### config.mk
export PLATFORM = sky130hd
export DESIGN_NAME = codec_sample_port
export DESIGN_NICKNAME = d
export VERILOG_FILES = /design/src/rtl/codec_sample_pkg.sv /design/src/rtl/codec_frame_timer.sv /design/src/rtl/codec_sample_port.sv
export SDC_FILE = /design/constraint.sdc
export NUM_CORES = 1
export LEC_CHECK = 0
export CORE_ASPECT_RATIO = 1.75
export CORE_MARGIN = 1.5
export CORE_UTILIZATION = 28
export DETAILED_ROUTE_END_ITERATION = 10
export SLEW_MARGIN = 20
export SYNTH_ARGS = -nofsm -noshare
export SYNTH_HDL_FRONTEND = slang
export SYNTH_SLANG_ARGS = --single-unit
### constraint.sdc
create_clock -name CLK_IN -period 5 [get_ports CLK_IN]
set_clock_uncertainty 0.05 [all_clocks]
set_input_delay 0.75 -clock CLK_IN [delete_from_list [all_inputs] [get_ports CLK_IN]]
set_output_delay 0.75 -clock CLK_IN [all_outputs]
set_load 0.02 [all_outputs]
### src/rtl/codec_sample_pkg.sv
// Shared sample type, saturation limits and the saturating adder
// used by the codec sample port.
package codec_sample_pkg;

  localparam int unsigned SAMPLE_W = 16;

  typedef logic [SAMPLE_W-1:0] sample_t;

  localparam sample_t SAT_POS = 16'h7FFF;
  localparam sample_t SAT_NEG = 16'h8000;

  // Two's-complement add with clamping; overflow shows as the two top sum bits differing.
  function automatic sample_t sat16(input sample_t a, input sample_t b);
    logic [SAMPLE_W:0] sum;
    sum = {a[SAMPLE_W-1], a} + {b[SAMPLE_W-1], b};
    if (sum[SAMPLE_W] != sum[SAMPLE_W-1]) begin
      return sum[SAMPLE_W] ? SAT_NEG : SAT_POS;
    end
    return sum[SAMPLE_W-1:0];
  endfunction

endpackage

### src/rtl/codec_frame_timer.sv
// Bit/frame timing for the codec port: BCK divider, slot counter, LRCK,
// frame-boundary strobe and the active-low SYNC pulse that follows it.
module codec_frame_timer #(
  parameter int unsigned BCK_DIV     = 4,
  parameter int unsigned FRAME_SLOTS = 64,
  parameter int unsigned SYNC_LEN    = 2
) (
  input  logic                           clk,
  input  logic                           reset,
  output logic                           bck,
  output logic                           lrck,
  output logic                           sync,
  output logic                           fb,
  output logic                           bck_rise,
  output logic [$clog2(FRAME_SLOTS)-1:0] slot
);

  localparam int unsigned DIV_W  = $clog2(BCK_DIV);
  localparam int unsigned SLOT_W = $clog2(FRAME_SLOTS);
  localparam int unsigned SYNC_W = $clog2(SYNC_LEN + 1);

  logic [DIV_W-1:0]  div;
  logic [SYNC_W-1:0] sync_cnt;
  logic              div_last;
  logic              slot_last;

  always_ff @(posedge clk) begin
    if (reset) begin
      div      <= '0;
      slot     <= '0;
      sync_cnt <= '0;
    end else begin
      if (div_last) begin
        div  <= '0;
        slot <= slot_last ? '0 : slot + 1'b1;
      end else begin
        div <= div + 1'b1;
      end
      // Loaded only at a frame boundary, so no pulse appears on reset release.
      if (fb) begin
        sync_cnt <= SYNC_W'(SYNC_LEN);
      end else if (sync_cnt != '0) begin
        sync_cnt <= sync_cnt - 1'b1;
      end
    end
  end

  always_comb begin
    div_last  = (div == DIV_W'(BCK_DIV - 1));
    slot_last = (slot == SLOT_W'(FRAME_SLOTS - 1));
    fb        = div_last && slot_last;
    bck_rise  = (div == DIV_W'(BCK_DIV / 2));
    bck       = (div >= DIV_W'(BCK_DIV / 2));
    lrck      = (slot >= SLOT_W'(FRAME_SLOTS / 2));
    sync      = (sync_cnt == '0);
  end

endmodule

### src/rtl/codec_sample_port.sv
// Serial codec front/back end for the delay chip: mono ADC deserializer,
// frame-boundary handoff to/from the chip, dry/wet mix and DAC serializer.
module codec_sample_port
  import codec_sample_pkg::*;
#(
  parameter int unsigned BCK_DIV       = 4,
  parameter int unsigned FRAME_SLOTS   = 64,
  parameter int unsigned SYNC_LEN      = 2,
  parameter int unsigned WARMUP_FRAMES = 4
) (
  input  logic                CLK_IN,
  input  logic                RESET,
  input  logic                ADC_SDATA,
  output logic                BCK,
  output logic                LRCK,
  output logic                DAC_SDATA,
  output logic                SYNC,
  output logic [SAMPLE_W-1:0] IO_TO_CHIP,
  input  logic [SAMPLE_W-1:0] IO_FROM_CHIP,
  input  logic                MUTE,
  input  logic                MIX_EN,
  output logic                SAMPLE_STB
);

  localparam int unsigned SLOT_W = $clog2(FRAME_SLOTS);
  localparam int unsigned HALF   = FRAME_SLOTS / 2;
  localparam int unsigned WARM_W = $clog2(WARMUP_FRAMES + 2);

  logic [SLOT_W-1:0] slot;
  logic [SLOT_W-1:0] half_pos;
  logic [3:0]        bit_idx;
  logic              bck_rise;
  logic              fb;
  sample_t           adc_sr;
  sample_t           dac_word;
  logic [WARM_W-1:0] warmup;

  codec_frame_timer #(
    .BCK_DIV    (BCK_DIV),
    .FRAME_SLOTS(FRAME_SLOTS),
    .SYNC_LEN   (SYNC_LEN)
  ) u_timer (
    .clk     (CLK_IN),
    .reset   (RESET),
    .bck     (BCK),
    .lrck    (LRCK),
    .sync    (SYNC),
    .fb      (fb),
    .bck_rise(bck_rise),
    .slot    (slot)
  );

  always_ff @(posedge CLK_IN) begin
    if (RESET) begin
      adc_sr     <= '0;
      dac_word   <= '0;
      IO_TO_CHIP <= '0;
      SAMPLE_STB <= 1'b0;
      warmup     <= WARM_W'(WARMUP_FRAMES);
    end else begin
      SAMPLE_STB <= fb;
      if (bck_rise && (slot < SLOT_W'(SAMPLE_W))) begin
        adc_sr <= {adc_sr[SAMPLE_W-2:0], ADC_SDATA};
      end
      // The chip word is consumed directly at the boundary rather than via a wet register.
      if (fb) begin
        IO_TO_CHIP <= adc_sr;
        if (MUTE || (warmup != '0)) begin
          dac_word <= '0;
        end else if (MIX_EN) begin
          dac_word <= sat16(adc_sr, IO_FROM_CHIP);
        end else begin
          dac_word <= IO_FROM_CHIP;
        end
        if (warmup != '0) begin
          warmup <= warmup - 1'b1;
        end
      end
    end
  end

  always_comb begin
    half_pos  = LRCK ? (slot - SLOT_W'(HALF)) : slot;
    bit_idx   = 4'(SAMPLE_W - 1) - half_pos[3:0];
    DAC_SDATA = (half_pos < SLOT_W'(SAMPLE_W)) ? dac_word[bit_idx] : 1'b0;
  end

endmodule
Yosys cells after proc, flatten, opt, wreduce, memory -nomap -nowiden
Index checks and enable logic that the tools add are counted.
- add/sub/neg operators: 7
- equality and inequality tests: 4
- reductions and logical operators: 10
- mux-type cells: 17
- magnitude comparators: 5
- operators with widths (cell ; count):
    $mux W16 ; 5
    $add A16 B16 Y17 ; 1
    $lt A6 B5 Y1 const B ; 2
    $mux W6 ; 2
    $mux W1 ; 7
    $add A6 B1 Y6 const B ; 1
    $eq A6 B6 Y1 const B ; 1
    $ge A6 B6 Y1 const B ; 1
    $sub A6 B6 Y6 const B ; 1
    $lt A4 B5 Y1 const B ; 1
    $bmux W1 S4 ; 1
    $eq A2 B2 Y1 const B ; 2
    $mux W2 ; 2
    $reduce_bool A2 Y1 ; 2
    $reduce_or A2 Y1 ; 2
    $sub A4 B4 Y4 const A ; 1
    $reduce_bool A3 Y1 ; 1
    $sub A3 B1 Y3 const B ; 1
    $add A2 B1 Y2 const B ; 1
    $ge A2 B2 Y1 const B ; 1
    $logic_and A1 B1 Y1 ; 2
    $logic_not A2 Y1 ; 1
    $reduce_and A2 Y1 ; 1
    $sub A2 B1 Y2 const B ; 1
    other kinds (2) ; 2
- flip-flop bits (word level): 62
- bits of input ports: 21
- output and inout port bits: 21
- logic and storage cells: 52

Logic depth before layout (Yosys ltp)
- depth in word-level cells: 10
- mapped depth: 10
- depth with buffers taken out: 9

By module
Synthesis repeated with hierarchy kept, for this count alone.
- cell total of the unflattened synthesis: 418
- area total of the unflattened synthesis: 3535.9 um2
- modules (own cells, without submodules) (module ; instances ; seq. area each (um2) ; area an instance (um2) ; cells each):
    codec_sample_port ; 1 ; 1041.0 ; 3072.9 ; 368
    codec_frame_timer ; 1 ; 200.2 ; 462.9 ; 50

Worst setup path after synthesis
No wires, ideal clock.
- kind: in2reg
- start: input port IO_FROM_CHIP[0]
- end: register dac_word[11]
- data required time: 4.833 ns
- path slack: 1.989 ns
- cell stages on the path: 10
- setup time: 0.117 ns
- buffers on the path: 1
- arrival: 2.844 ns
- cell sequence: ha_1 fa_1 a211oi_1 o21ai_2 nand4_1 nand2_1 a311oi_2 buf_6 o31ai_2 a32o_1
- cells in the longest elaborated chain, start to end: 10
- elaborated cells on any way between the ends: 12
- classes of those cells: add/sub (1); eq/ne (1); mux (10)
- RTL lines (what ; RTL line ; RTL):
    from (decl) ; codec_sample_port.sv:19 ; input logic [SAMPLE_W-1:0] IO_FROM_CHIP,
    $add A16 B16 Y17 (*) ; codec_sample_pkg.sv:15 ; sum = {a[SAMPLE_W-1], a} + {b[SAMPLE_W-1], b};
    $ne A1 B1 Y1 ; codec_sample_pkg.sv:16 ; if (sum[SAMPLE_W] != sum[SAMPLE_W-1]) begin
    $mux W1 ; codec_sample_pkg.sv:16 ;
    $mux W1 ; codec_sample_port.sv:70 ; end else if (MIX_EN) begin
    $mux W1 ; codec_sample_port.sv:68 ; if (MUTE || (warmup != '0)) begin
    $mux W1 ; codec_sample_port.sv:66 ; if (fb) begin
    $mux W1 ; codec_sample_port.sv:54 ; if (RESET) begin
    $mux W16 (*) ; codec_sample_pkg.sv:19 ; return sum[SAMPLE_W-1:0];
    $mux W16 (*) ; codec_sample_port.sv:70 ;
    $mux W16 (*) ; codec_sample_port.sv:68 ;
    to (signal assigned) ; codec_sample_port.sv:71 ; dac_word <= sat16(adc_sr, IO_FROM_CHIP);
    to (decl) ; codec_sample_port.sv:35 ; sample_t dac_word;
Mark *: on every way between the ends. The rest lies on a longest branch, timed or not. The select of a mux whose other input is x is not followed.
A chain may end at the register's enable or synchronous reset.

Worst setup path in the final report
Same ends and word-level chain as after synthesis.

==> run metrics <==
DRC 0; WP data arrival 3.62 ns; antenna cells 0; Synth top area share 36.4%; pre-CTS setup slack 1.24 ns; share of layout cells above drive strength 1 9.48%; Critical Path Start Type input port; post-synthesis xor/xnor area fraction 4.63%; unrepaired setup endpoints after global routing false; pin count of the biggest net entering global routing 46; Leakage 1.54 nW; data required time at the worst endpoint 5.17 ns; proportion of synthesized area in mux cells 4.04%; Longest Clk Path Bufs 2; post-synthesis cell type count 53; # H-tree levels 3; Clock Pin Slew Worst Setup and Hold Paths 0.05 ns; GRT Util Overall 14.5%; asr flop ratio synth 0%; # Max-Cap Violations 0; pwr dens 301 nW/um^2; Die H 149 um; Initial Util 28.5%; measured slew at the worst slew-check pin 0.963 ns; CP bufs+invs 2; slowest stage delay, CP 0.45 ns; TritonCTS Buffers 9; vias in the first global route 2988; setup ws final 1.55 ns; Post-Synth Simple-Gate Area 19.4%; endpoints failing setup 0; Adder-Cell Fraction of Synth Area 8.67%; # rows 53; Area Growth Syn to Fin 24.2%; area leader, netlist dfxtp_1; largest family of logic cells by synthesized area compound AO/OA/AOI/OAI gates; worst path cell trace clkdlybuf4s50_1, ha_1, fa_1, a211oi_1, o21ai_2, nand4_1, nand2_1, a311oi_2, buf_4, o31ai_2, a32o_1; Syn Nets 449; DR WL/cell 15.6 um; vias per cell 5.11; Clk Latency, worst-skew pair 0.33 ns; synthesized area per cell 8.41 um^2; peak supply drop 206 uV; total number of vias 2962; critical path capture point type register; GRT Residual Overflow 0; slew margin rel. 35.2%; TritonCTS clock tree yes; register area share after synthesis 36.4%; Core ar. 11900 um^2; DRT Pass-1 Iters 4; Post-CTS Setup Bufs 0; post-CTS resize count 0; Hold Path Class reg2reg; die area 12900 um^2; initial antenna violation count 0; max-slew violation count 0; hpwl dp 7150 um; fin crit share 69.0%; Max Fclk 0.290 GHz; final hold vios 0; DRT Wirelength 9070 um; setup TNS 0 ns; FILL cells 1263; chip width 86.4 um; Worst path top cell family by delay compound AO/OA/AOI/OAI gates; Mapped Cells 405; top post-synthesis cells by area dfxtp_1 36%, nand2_1 8.6%, ha_1 8.1%; Mapped Area 3410 um^2; top-level I/O count 42; slowest CP cell fa_1; CTS root buf clkbuf_16; CP Class in2reg; Nets 482; GP Congestion 0.916; Port Buf Inserts 41; Synth Flop Type dfxtp_1; Seq cells post-synth 62; Routed Antenna Nets 0; CTS Hold Bufs 0; CP max FO 10; EDFF count, synth 0; status finished clean; first-pass GRT wire length 14400 um; fin crit period 3.45 ns; compound-cell area share of the yosys netlist 22.7%; Synth warnings 0; # clock sinks 62; DRT iter0 DRCs 141
==> registers in the layout (all words and copies together) (netlist names) <==
register and count:
u_timer.div 2, u_timer.sync_cnt 2, u_timer.slot 6, dac_word 16, adc_sr 16, warmup 3, IO_TO_CHIP 16, SAMPLE_STB 1
==> worst paths after layout <==
path                    from             end  slack (ns)  cells after the start
max          IO_FROM_CHIP[0]    dac_word[11]        1.55                     11
min           u_timer.div[0]  u_timer.div[0]        0.41                      1
max reg2reg  u_timer.slot[0]    dac_word[13]        1.73                      7
min reg2reg   u_timer.div[0]  u_timer.div[0]        0.41                      1
==> through the flow <==
step                instances  hold WS (ns)  utilization, %  power, mW  instance area, um^2
floorplan                 405         0.370               -      0.577                 3410
global placement          564         0.384            32.7      0.613                 3910
detailed placement        564         0.398            32.7      0.615                 3910
CTS                       580         0.405            35.4       1.28                 4230
global route              580         0.426            35.4       1.32                 4230
finish                    580         0.406            35.4       1.27                 4230
==> cell usage in the layout, fill, tap and decap left out, types with 3 or more instances in the layout <==
master / synthesis / layout
nand4_1: 4 / 4
or2_2: 4 / 4
a22o_1: 12 / 12
nand2b_1: 3 / 3
clkbuf_16: 0 / 9
nand3_1: 7 / 7
o21ai_0: 8 / 8
xnor2_1: 12 / 12
dfxtp_1: 62 / 62
a31oi_1: 5 / 5
ha_1: 22 / 22
a211oi_1: 3 / 3
xor2_1: 6 / 6
and3_1: 4 / 4
clkdlybuf4s50_1: 0 / 41
o21bai_1: 3 / 3
mux4_2: 5 / 5
nand2_1: 78 / 78
a21oi_1: 54 / 54
nor2_1: 33 / 33
inv_1: 12 / 12
nor3_1: 8 / 8
==> where the power goes <==
| part | internal, mW | total, mW | switching, mW | leakage, nW |
|---|---|---|---|---|
| registers | 0.498 | 0.503 | 0.00561 | 0.500 |
| clock network | 0.437 | 0.670 | 0.232 | 0.152 |
| logic | 0.0425 | 0.101 | 0.0589 | 0.888 |
==> cell usage after synthesis, drive strengths merged (3+ instances only) <==
master,number
a211oi,3
a21oi,56
a22o,12
a31oi,5
and3,6
buf,4
clkbuf,17
dfxtp,62
ha,22
inv,12
mux4,5
nand2,78
nand2b,3
nand3,7
nand4,4
nor2,33
nor2b,3
nor3,8
o21a,3
o21ai,10
o21bai,3
or2,4
xnor2,12
xor2,6
==> layout make-up <==
type | count | area, um^2 | area share (%)
inverter | 12 | 45.0 | 1.06
clock inverter | 7 | 97.6 | 2.31
multi-input combinational | 310 | 2020 | 47.9
clock buffer | 9 | 225 | 5.32
sequential | 62 | 1240 | 29.3
tap | 137 | 171 | 4.05
timing repair buffer | 43 | 425 | 10.1
==> per-layer routing <==
| metal | share of wire (%) | vias to the layer above | routed length, um | GRT usage [%] |
|---|---|---|---|---|
| li1 | - | 1482 | - | - |
| met5 | 0 | - | 0 | 0 |
| met4 | 6.3 | 0 | 574 | 10.4 |
| met1 | 37 | 1407 | 3360 | 13.9 |
| met3 | 2.5 | 23 | 231 | 2.16 |
| met2 | 54 | 50 | 4900 | 27.1 |
==> kinds of logic (layout without fill, tap and decap cells) <==
group                      count (synthesis)  in the layout
adders and majority gates                 23             23
AOI/OAI and AO/OA                        110            110
muxes                                      7              7
and+or+nand+nor                          152            152
xor gates and xnor gates                  18             18
buffers and inverters                     33             71
DFF                                       62             62
(Power assumes the default switching activity.)
